**src/rtl/ysyx_23060184_axi_arbiter.sv**
```systemverilog
// Two-master (IFU read-only, LSU read/write) to single-slave AXI4-Lite arbiter.
// Holds the grant until the response handshake or a watchdog abort.
module ysyx_23060184_axi_arbiter #(
  parameter int DATA_WIDTH     = 32,
  parameter int ACERR_WIDTH    = 2,
  parameter int TIMEOUT_CYCLES = 1023
) (
  input  logic                   clk,
  input  logic                   rst,
  input  logic                   ifu_req,
  input  logic                   lsu_req,
  output logic                   ifu_grant,
  output logic                   lsu_grant,
  output logic                   ifu_done,
  output logic                   lsu_done,
  output logic                   access_fault,
  input  logic                   ifu_arvalid,
  input  logic [DATA_WIDTH-1:0]  ifu_araddr,
  input  logic [2:0]             ifu_arsize,
  input  logic                   ifu_rready,
  output logic                   ifu_arready,
  output logic                   ifu_rvalid,
  output logic [DATA_WIDTH-1:0]  ifu_rdata,
  output logic [ACERR_WIDTH-1:0] ifu_rresp,
  input  logic                   lsu_arvalid,
  input  logic [DATA_WIDTH-1:0]  lsu_araddr,
  input  logic [2:0]             lsu_arsize,
  input  logic                   lsu_rready,
  input  logic                   lsu_awvalid,
  input  logic [DATA_WIDTH-1:0]  lsu_awaddr,
  input  logic [2:0]             lsu_awsize,
  input  logic                   lsu_wvalid,
  input  logic [DATA_WIDTH-1:0]  lsu_wdata,
  input  logic [3:0]             lsu_wstrb,
  input  logic                   lsu_wlast,
  input  logic                   lsu_bready,
  output logic                   lsu_arready,
  output logic                   lsu_rvalid,
  output logic [DATA_WIDTH-1:0]  lsu_rdata,
  output logic [ACERR_WIDTH-1:0] lsu_rresp,
  output logic                   lsu_awready,
  output logic                   lsu_wready,
  output logic                   lsu_bvalid,
  output logic [ACERR_WIDTH-1:0] lsu_bresp,
  output logic                   soc_arvalid,
  output logic [DATA_WIDTH-1:0]  soc_araddr,
  output logic [2:0]             soc_arsize,
  output logic                   soc_rready,
  output logic                   soc_awvalid,
  output logic [DATA_WIDTH-1:0]  soc_awaddr,
  output logic [2:0]             soc_awsize,
  output logic                   soc_wvalid,
  output logic [DATA_WIDTH-1:0]  soc_wdata,
  output logic [3:0]             soc_wstrb,
  output logic                   soc_wlast,
  output logic                   soc_bready,
  input  logic                   soc_arready,
  input  logic                   soc_rvalid,
  input  logic [DATA_WIDTH-1:0]  soc_rdata,
  input  logic [ACERR_WIDTH-1:0] soc_rresp,
  input  logic                   soc_rlast,
  input  logic                   soc_awready,
  input  logic                   soc_wready,
  input  logic                   soc_bvalid,
  input  logic [ACERR_WIDTH-1:0] soc_bresp
);

  localparam int WDOG_W = (TIMEOUT_CYCLES > 2) ? $clog2(TIMEOUT_CYCLES) : 1;
  localparam logic [WDOG_W-1:0] WDOG_LIMIT = WDOG_W'(TIMEOUT_CYCLES - 1);

  typedef enum logic [1:0] {
    IDLE    = 2'd0,
    GNT_IFU = 2'd1,
    GNT_LSU = 2'd2
  } state_t;

  state_t              state_r, state_next_s;
  logic                last_r, last_next_s;   // 1'b0 = IFU, 1'b1 = LSU
  logic [WDOG_W-1:0]   wdog_r, wdog_next_s;
  logic                ifu_grant_r, lsu_grant_r;
  logic                granted_s, complete_s, timeout_s;
  logic                rlast_unused_s;

  // Single-beat transfers only, so rlast carries no information.
  assign rlast_unused_s = soc_rlast;

  assign granted_s  = (state_r == GNT_IFU) || (state_r == GNT_LSU);
  assign complete_s = granted_s && ((soc_rvalid && soc_rready) || (soc_bvalid && soc_bready));
  assign timeout_s  = granted_s && !complete_s && (wdog_r == WDOG_LIMIT);

  assign ifu_done     = (state_r == GNT_IFU) && (complete_s || timeout_s);
  assign lsu_done     = (state_r == GNT_LSU) && (complete_s || timeout_s);
  assign access_fault = timeout_s;
  assign ifu_grant    = ifu_grant_r;
  assign lsu_grant    = lsu_grant_r;

  // State, round-robin pointer, watchdog and grant registers.
  always_ff @(posedge clk) begin
    if (rst) begin
      state_r     <= IDLE;
      last_r      <= 1'b0;
      wdog_r      <= '0;
      ifu_grant_r <= 1'b0;
      lsu_grant_r <= 1'b0;
    end else begin
      state_r     <= state_next_s;
      last_r      <= last_next_s;
      wdog_r      <= wdog_next_s;
      ifu_grant_r <= (state_next_s == GNT_IFU);
      lsu_grant_r <= (state_next_s == GNT_LSU);
    end
  end

  // Next-state: arbitration in IDLE, release on completion or abort.
  always_comb begin
    state_next_s = state_r;
    last_next_s  = last_r;
    wdog_next_s  = wdog_r;
    case (state_r)
      IDLE: begin
        wdog_next_s = '0;
        if (ifu_req && lsu_req) begin
          state_next_s = last_r ? GNT_IFU : GNT_LSU;
        end else if (ifu_req) begin
          state_next_s = GNT_IFU;
        end else if (lsu_req) begin
          state_next_s = GNT_LSU;
        end else begin
          state_next_s = IDLE;
        end
      end
      GNT_IFU, GNT_LSU: begin
        if (complete_s || timeout_s) begin
          state_next_s = IDLE;
          last_next_s  = (state_r == GNT_LSU);
          wdog_next_s  = '0;
        end else begin
          wdog_next_s  = wdog_r + WDOG_W'(1);
        end
      end
      default: begin
        state_next_s = IDLE;
        wdog_next_s  = '0;
      end
    endcase
  end

  // Zero-latency channel steering; everything not owned reads as zero.
  always_comb begin
    soc_arvalid = 1'b0;
    soc_araddr  = '0;
    soc_arsize  = 3'd0;
    soc_rready  = 1'b0;
    soc_awvalid = 1'b0;
    soc_awaddr  = '0;
    soc_awsize  = 3'd0;
    soc_wvalid  = 1'b0;
    soc_wdata   = '0;
    soc_wstrb   = 4'd0;
    soc_wlast   = 1'b0;
    soc_bready  = 1'b0;
    ifu_arready = 1'b0;
    ifu_rvalid  = 1'b0;
    ifu_rdata   = '0;
    ifu_rresp   = '0;
    lsu_arready = 1'b0;
    lsu_rvalid  = 1'b0;
    lsu_rdata   = '0;
    lsu_rresp   = '0;
    lsu_awready = 1'b0;
    lsu_wready  = 1'b0;
    lsu_bvalid  = 1'b0;
    lsu_bresp   = '0;
    case (state_r)
      GNT_IFU: begin
        soc_arvalid = ifu_arvalid;
        soc_araddr  = ifu_araddr;
        soc_arsize  = ifu_arsize;
        soc_rready  = ifu_rready;
        ifu_arready = soc_arready;
        ifu_rvalid  = soc_rvalid;
        ifu_rdata   = soc_rdata;
        ifu_rresp   = soc_rresp;
      end
      GNT_LSU: begin
        soc_arvalid = lsu_arvalid;
        soc_araddr  = lsu_araddr;
        soc_arsize  = lsu_arsize;
        soc_rready  = lsu_rready;
        soc_awvalid = lsu_awvalid;
        soc_awaddr  = lsu_awaddr;
        soc_awsize  = lsu_awsize;
        soc_wvalid  = lsu_wvalid;
        soc_wdata   = lsu_wdata;
        soc_wstrb   = lsu_wstrb;
        soc_wlast   = lsu_wlast;
        soc_bready  = lsu_bready;
        lsu_arready = soc_arready;
        lsu_rvalid  = soc_rvalid;
        lsu_rdata   = soc_rdata;
        lsu_rresp   = soc_rresp;
        lsu_awready = soc_awready;
        lsu_wready  = soc_wready;
        lsu_bvalid  = soc_bvalid;
        lsu_bresp   = soc_bresp;
      end
      default: begin
        soc_arvalid = 1'b0;
      end
    endcase
  end

endmodule

```
**config.mk**
```make
export PLATFORM = sky130hd
export DESIGN_NAME = ysyx_23060184_axi_arbiter
export DESIGN_NICKNAME = d
export VERILOG_FILES = /design/src/rtl/ysyx_23060184_axi_arbiter.sv
export SDC_FILE = /design/constraint.sdc
export NUM_CORES = 1
export LEC_CHECK = 0
export ABC_AREA = 1
export CAP_MARGIN = 20
export CORE_AREA = 4 4 149 151
export CTS_CLUSTER_DIAMETER = 150
export CTS_CLUSTER_SIZE = 20
export DETAILED_ROUTE_END_ITERATION = 10
export DIE_AREA = 0 0 153 155
export PLACE_DENSITY = 0.5
export SLEW_MARGIN = 20
export SYNTH_ARGS = -nofsm -noshare
export SYNTH_HDL_FRONTEND = slang
export SYNTH_SLANG_ARGS = --single-unit
```
**constraint.sdc**
```tcl
create_clock -name clk -period 4.3 [get_ports clk]
set_clock_uncertainty 0.2 [all_clocks]
set_input_delay 1.29 -clock clk [delete_from_list [all_inputs] [get_ports clk]]
set_output_delay 1.29 -clock clk [all_outputs]
set_load 0.005 [all_outputs]
```
==> flow_metrics.tcl, run 1 <==
set metrics [dict create \
    outcome "completed" \
    fp-row-count 53 \
    cts.root.buffer_cell "clkbuf_16" \
    hold_violations 0 \
    cp_top_family "buffers and inverters" \
    final_util_pct 32.86 \
    globalplace.congestion 0.8116 \
    wl_mm 15.93 \
    synth_cell_type_count 24 \
    clk_pin_slew_ns 0.05 \
    finalSetupViolCount 0 \
    synthArstFlopShare_pct 0 \
    hold_path_end "wdog_r[0]" \
    yosysSeqAreaShare_pct 11.85 \
    grt_start_max_net_pins 71 \
    synth_edf_count 0 \
    ys.flop_type "dfxtp_1" \
    critPathMaxFanout 1 \
    ys_warn_count 0 \
    die_h_um 155 \
    path_class "in -> out" \
    grt_first_pass_wirelength_mm 23.87 \
    worstHoldPathType "reg -> reg" \
    r2r_cells 10 \
    ant_nets 0 \
    crit_path_top_delay_cell "clkdlybuf4s50_1" \
    mostFrequentLayoutCells "384 x clkdlybuf4s50_1, 242 x nand2_1, 164 x inv_1" \
    tns_ns 0 \
    portBuffers 387 \
    insertion_delay_ns 0.25 \
    drt-met1-wl_mm 6.431 \
    cp.required_ns 2.81 \
    gr-total-overflow 0 \
    crit_top_cell "clkdlybuf4s50_1" \
    irDropWorstVdd_uv 149.9 \
    post_cts_buffers 0 \
    path_buf_inv 2 \
    cp.arrival_ns 2.66 \
    cts_inserted_buffers 3 \
    area_growth_pct 169.9 \
    p_leak_nw 3.553 \
    powerDensity_nw_per_um2 127.2 \
    vias_per_cell 3.527 \
    reg2reg_from "state_r[0]" \
    period_share_pct 96.50 \
    wl_met3_mm 1.302 \
    syn_inst 543 \
    yosysTopAreaCell "nand2_1" \
    synth_seq_cells 15 \
    cts_tree "built" \
    end_kind "output pin" \
    core_um2 20820 \
    worst_pin_slew_ns 0.5008 \
    grt_pass1_vias 4155 \
    syn_avg_cell_area_um2 4.668 \
    drive_gt1_share_pct 4.357 \
    final_common_cell "clkdlybuf4s50_1" \
    final_net_count 1120 \
    crit_path_max_incr_delay_ns 0.59 \
    period_needed_ns 4.149 \
    min_from "wdog_r[0]" \
    antenna_found_initial 1 \
    dieArea_um2 23720 \
    synthDominantCellAreaShare_pct 35.98 \
    htree_levels 1 \
    avgRoutedWirePerCell_um 13.35 \
    regToRegEndpoint "wdog_r[2]" \
    worstPathCellList "clkdlybuf4s50_1 -> nand2_1 -> a21oi_1 -> clkdlybuf4s50_1" \
    diodes 0 \
    clock-sinks 15 \
    gr-usage-all-layers_pct 12.38 \
    drt_iter0_markers 196 \
    place_hpwl_mm 13.42 \
    initial_core_util_pct 12.17 \
    clock.fmax_mhz 241.0 \
    synth_area_leaders "nand2_1 36%, inv_1 24%, dfxtp_1 12%" \
    remaining_drc_errors 0 \
    ios 389 \
    hold_depth 1 \
    max_cap_viol_count 0 \
    wl_met2_mm 8.025 \
    die_w_um 153 \
    maxSlewViolCount 0 \
    rsz0062_at_grt "false" \
    dr.pass1.iters 4 \
    vias 4208 \
    syn_area_um2 2535 \
    cts_buffer_depth 2 \
    worst-r2r-setup-slack_ns 2.33 \
    syn_nets 744 \
    highest_layer "met5" \
    worst_setup_path_start_kind "input pin" \
    relSlewSlack_pct 66.61 \
]
==> layout make-up <==
cell class,instances,area (um2)
tap,275,344.1
fill,2303,13980
clock buffer,3,75.07
timing repair buffer,400,3996
sequential,15,300.3
multi-input combinational,331,1491
inverter,168,630.6
clock inverter,1,5.005
==> cells in the mapped netlist, types with 6 or more instances <==
cell / number
inv_1: 164
a21oi_1: 37
buf_2: 14
nor2_2: 11
dfxtp_1: 15
clkbuf_1: 10
nor2_1: 8
nand3_1: 7
ha_1: 6
nand2_1: 243
==> worst max-delay path by stage <==
stage | from | endpoint | slack [ns] | cells after the start
5_1_grt | lsu_rready | lsu_done | 0.08 | 10
3_5_place_dp | lsu_rready | lsu_done | -0.14 | 10
6_report | ifu_araddr[30] | soc_araddr[30] | 0.15 | 4
3_3_place_gp | lsu_bready | lsu_done | -0.14 | 10
4_1_cts | lsu_rready | access_fault | 0.003 | 8
2_1_floorplan | ifu_rready | ifu_done | 0.90 | 8
==> sequential cells by signal, indices dropped and copies added, names as in the netlist <==
register / flops
ifu_grant: 1
last_r: 1
lsu_grant: 1
state_r: 2
wdog_r: 10
==> per-stage QoR <==
step           instance area [um2]  std cells  total power, mW  setup slack [ns]  hold slack (ns)
5_1_grt                       6843       1193           0.9342           0.08467           0.3367
4_1_cts                       6840       1193           0.8884          0.002826           0.2929
6_report                      6843       1193           0.8707            0.1506           0.2865
3_5_place_dp                  6760       1189           0.6993           -0.1357           0.2798
2_1_floorplan                 2535        543           0.3036            0.9041           0.2511
3_3_place_gp                  6760       1189           0.6980           -0.1391           0.2811
==> power by group <==
group / switching (mW) / internal [mW] / total (mW) / leakage, nW
Clock: 0.0579 / 0.124 / 0.182 / 0.0409
Sequential: 0.00361 / 0.143 / 0.147 / 0.122
Combinational: 0.206 / 0.336 / 0.542 / 3.39
Total: 0.267 / 0.603 / 0.871 / 3.55
==> what timing repair did <==
item / CTS / global route
cloned: 0 / 0
resized for setup: 3 / 1
pin swaps: 0 / 0
setup endpoints to repair: 3 / 1
hold buffers: 0 / 0
==> layer usage <==
layer | global-route usage (%) | vias to the layer above
met5 | 0 | -
met4 | 1.570 | 2
met3 | 3.505 | 12
met2 | 23.12 | 190
met1 | 14.48 | 1750
li1 | - | 2254
==> kinds of logic (layout without fill, tap and decap cells) <==
family / Yosys count / count (layout) / share of synthesized area, %
fa+ha+maj: 6 / 6 / 2.961
compound gates: 40 / 40 / 8.440
simple gates: 278 / 278 / 44.32
xor+xnor: 7 / 7 / 2.419
flops: 15 / 15 / 11.85
buf+inv: 197 / 572 / 30.01
Power figures use the tool's default switching activity.
==> run 2: changes to the inputs <==
REMOVE_ABC_BUFFERS = 1   (was default)
==> run 2 against run 1 <==
  * Combinational power up 1%
  * Final area shrank 0.16%
  * Via count increased by 1.0%
  * Sequential share of layout area about the same
  * Worst hold slack got worse by 0.0047 ns
  * Count of clock-buffer cells in the layout rose by 1
  * Maximum frequency grew 1.3%
  * Sequential power hardly changed
  * Critical endpoint is now lsu_done
==> flow_metrics.tcl, run 2 (synthesis gave the netlist of run 1 again) <==
set metrics [dict create \
    ios 389 \
    max_cap_viol_count 0 \
    outcome "completed" \
    maxSlewViolCount 0 \
    path_class "in -> out" \
    worstHoldPathType "reg -> reg" \
    drive_gt1_share_pct 4.148 \
    htree_levels 1 \
    cts.root.buffer_cell "clkbuf_16" \
    clock-sinks 15 \
    antenna_found_initial 1 \
    diodes 0 \
    fp-row-count 53 \
    fin_ws_ns 0.2025 \
    grt_start_max_net_pins 88 \
    rsz0062_at_grt "false" \
    cts_buffer_depth 2 \
    gr-total-overflow 0 \
    avgRoutedWirePerCell_um 14.93 \
    period_needed_ns 4.097 \
    layout.cells.non_filler 1191 \
    insertion_delay_ns 0.24 \
    top_register "wdog_r" \
    wl_mm 17.78 \
    final_common_cell "clkdlybuf4s50_1" \
    finalSetupViolCount 0 \
    p_leak_nw 3.538 \
    remaining_drc_errors 0 \
    cp.arrival_ns 2.61 \
    hold_violations 0 \
    largest_register_ffs 10 \
    worst_pin_slew_ns 0.4769 \
    cp.required_ns 2.81 \
    clock.fmax_mhz 244.1 \
    cts_inserted_buffers 3 \
    worst_setup_path_start_kind "input pin" \
    fin_total_pwr_uw 874.8 \
    die_h_um 155 \
    gr-usage-all-layers_pct 13.90 \
    place_hpwl_mm 15.08 \
    mostFrequentLayoutCells "384 x clkdlybuf4s50_1, 242 x nand2_1, 163 x inv_1" \
    final_util_pct 32.81 \
    drt_iter0_markers 121 \
    largestRegisters "wdog_r: 10 flops, state_r: 2 flops" \
    die_w_um 153 \
    initial_core_util_pct 12.17 \
    ant_nets 0 \
    irDropWorstVdd_uv 110.3 \
    portBuffers 387 \
    grt_pass1_vias 4191 \
    nFillCells 2299 \
    dr.pass1.iters 4 \
    place_ws_ns -0.1149 \
    relSlewSlack_pct 68.20 \
    grt_first_pass_wirelength_mm 25.96 \
    powerDensity_nw_per_um2 128.1 \
    area_growth_pct 169.5 \
    vias 4252 \
    core_um2 20820 \
    globalplace.congestion 0.8555 \
    vias_per_cell 3.570 \
    dieArea_um2 23720 \
    end_kind "output pin" \
    critPathMaxFanout 3 \
    period_share_pct 95.29 \
    final_net_count 1118 \
    placed_cells 1187 \
    cts_tree "built" \
    clk_pin_slew_ns 0.05 \
]
run 2: cell count changes in the layout (fill, tap and decap cells not counted):
cell      delta
buf_4        -2
clkbuf_1     +1
clkinv_1     +1
clkinv_2     -1
inv_1        -1
nor3_1       -1
nor3_2       +1
run 2: critical path: stages:
cell and delay (ns):
clkdlybuf4s50_1 0.45, nand2_1 0.06, nand2_1 0.07, nand3_1 0.07, nand2_2 0.10, inv_2 0.06
a21oi_4 0.13, inv_2 0.06, nor2_1 0.08, dlygate4sd2_1 0.24
run 2: area by class of cell:
type | count | area [um2] | area share [%]
timing repair buffer | 398 | 3981 | 58.28
multi-input combinational | 331 | 1496 | 21.90
inverter | 168 | 630.6 | 9.231
tap | 275 | 344.1 | 5.037
sequential | 15 | 300.3 | 4.396
clock buffer | 4 | 78.83 | 1.154
run 2: path summary, 6_finish.rpt:
check	from	end	slack, ns	cells after the start
worst max-delay path	lsu_rready	lsu_done	0.20	10
worst min-delay path	wdog_r[0]	wdog_r[0]	0.28	1
worst min register to register	wdog_r[0]	wdog_r[0]	0.28	1
worst max register to register	state_r[1]	wdog_r[4]	2.15	7
run 2: routing by layer:
metal | vias up | part of all wire, % | GRT usage, %
li1 | 2243 | - | -
met1 | 1779 | 40 | 16.34
met2 | 210 | 46 | 23.37
met3 | 18 | 12 | 6.898
met4 | 2 | 1.7 | 2.249
met5 | - | 0.073 | 0
run 2: metrics by stage:
stage | setup TNS (ns) | hold slack, ns | cell area (um2)
final | 0 | 0.2817 | 6832
after global routing | 0 | 0.3318 | 6832
after CTS | 0 | 0.2903 | 6829
after detailed placement | -0.3259 | 0.2760 | 6745
after global placement | -0.3114 | 0.2732 | 6745
after floorplan | -68.25 | 0.2511 | 2405
run 2: where the power goes:
group          internal [mW]  switching (mW)
logic                  0.336           0.214
registers              0.143         0.00343
clock network          0.125          0.0534
total                  0.604           0.270
run 2: timing repair:
item,4_1_cts,5_1_grt
resized for setup,4,1
setup endpoints to repair,3,1
hold buffers,0,0
gates cloned,0,0
setup buffers,0,0
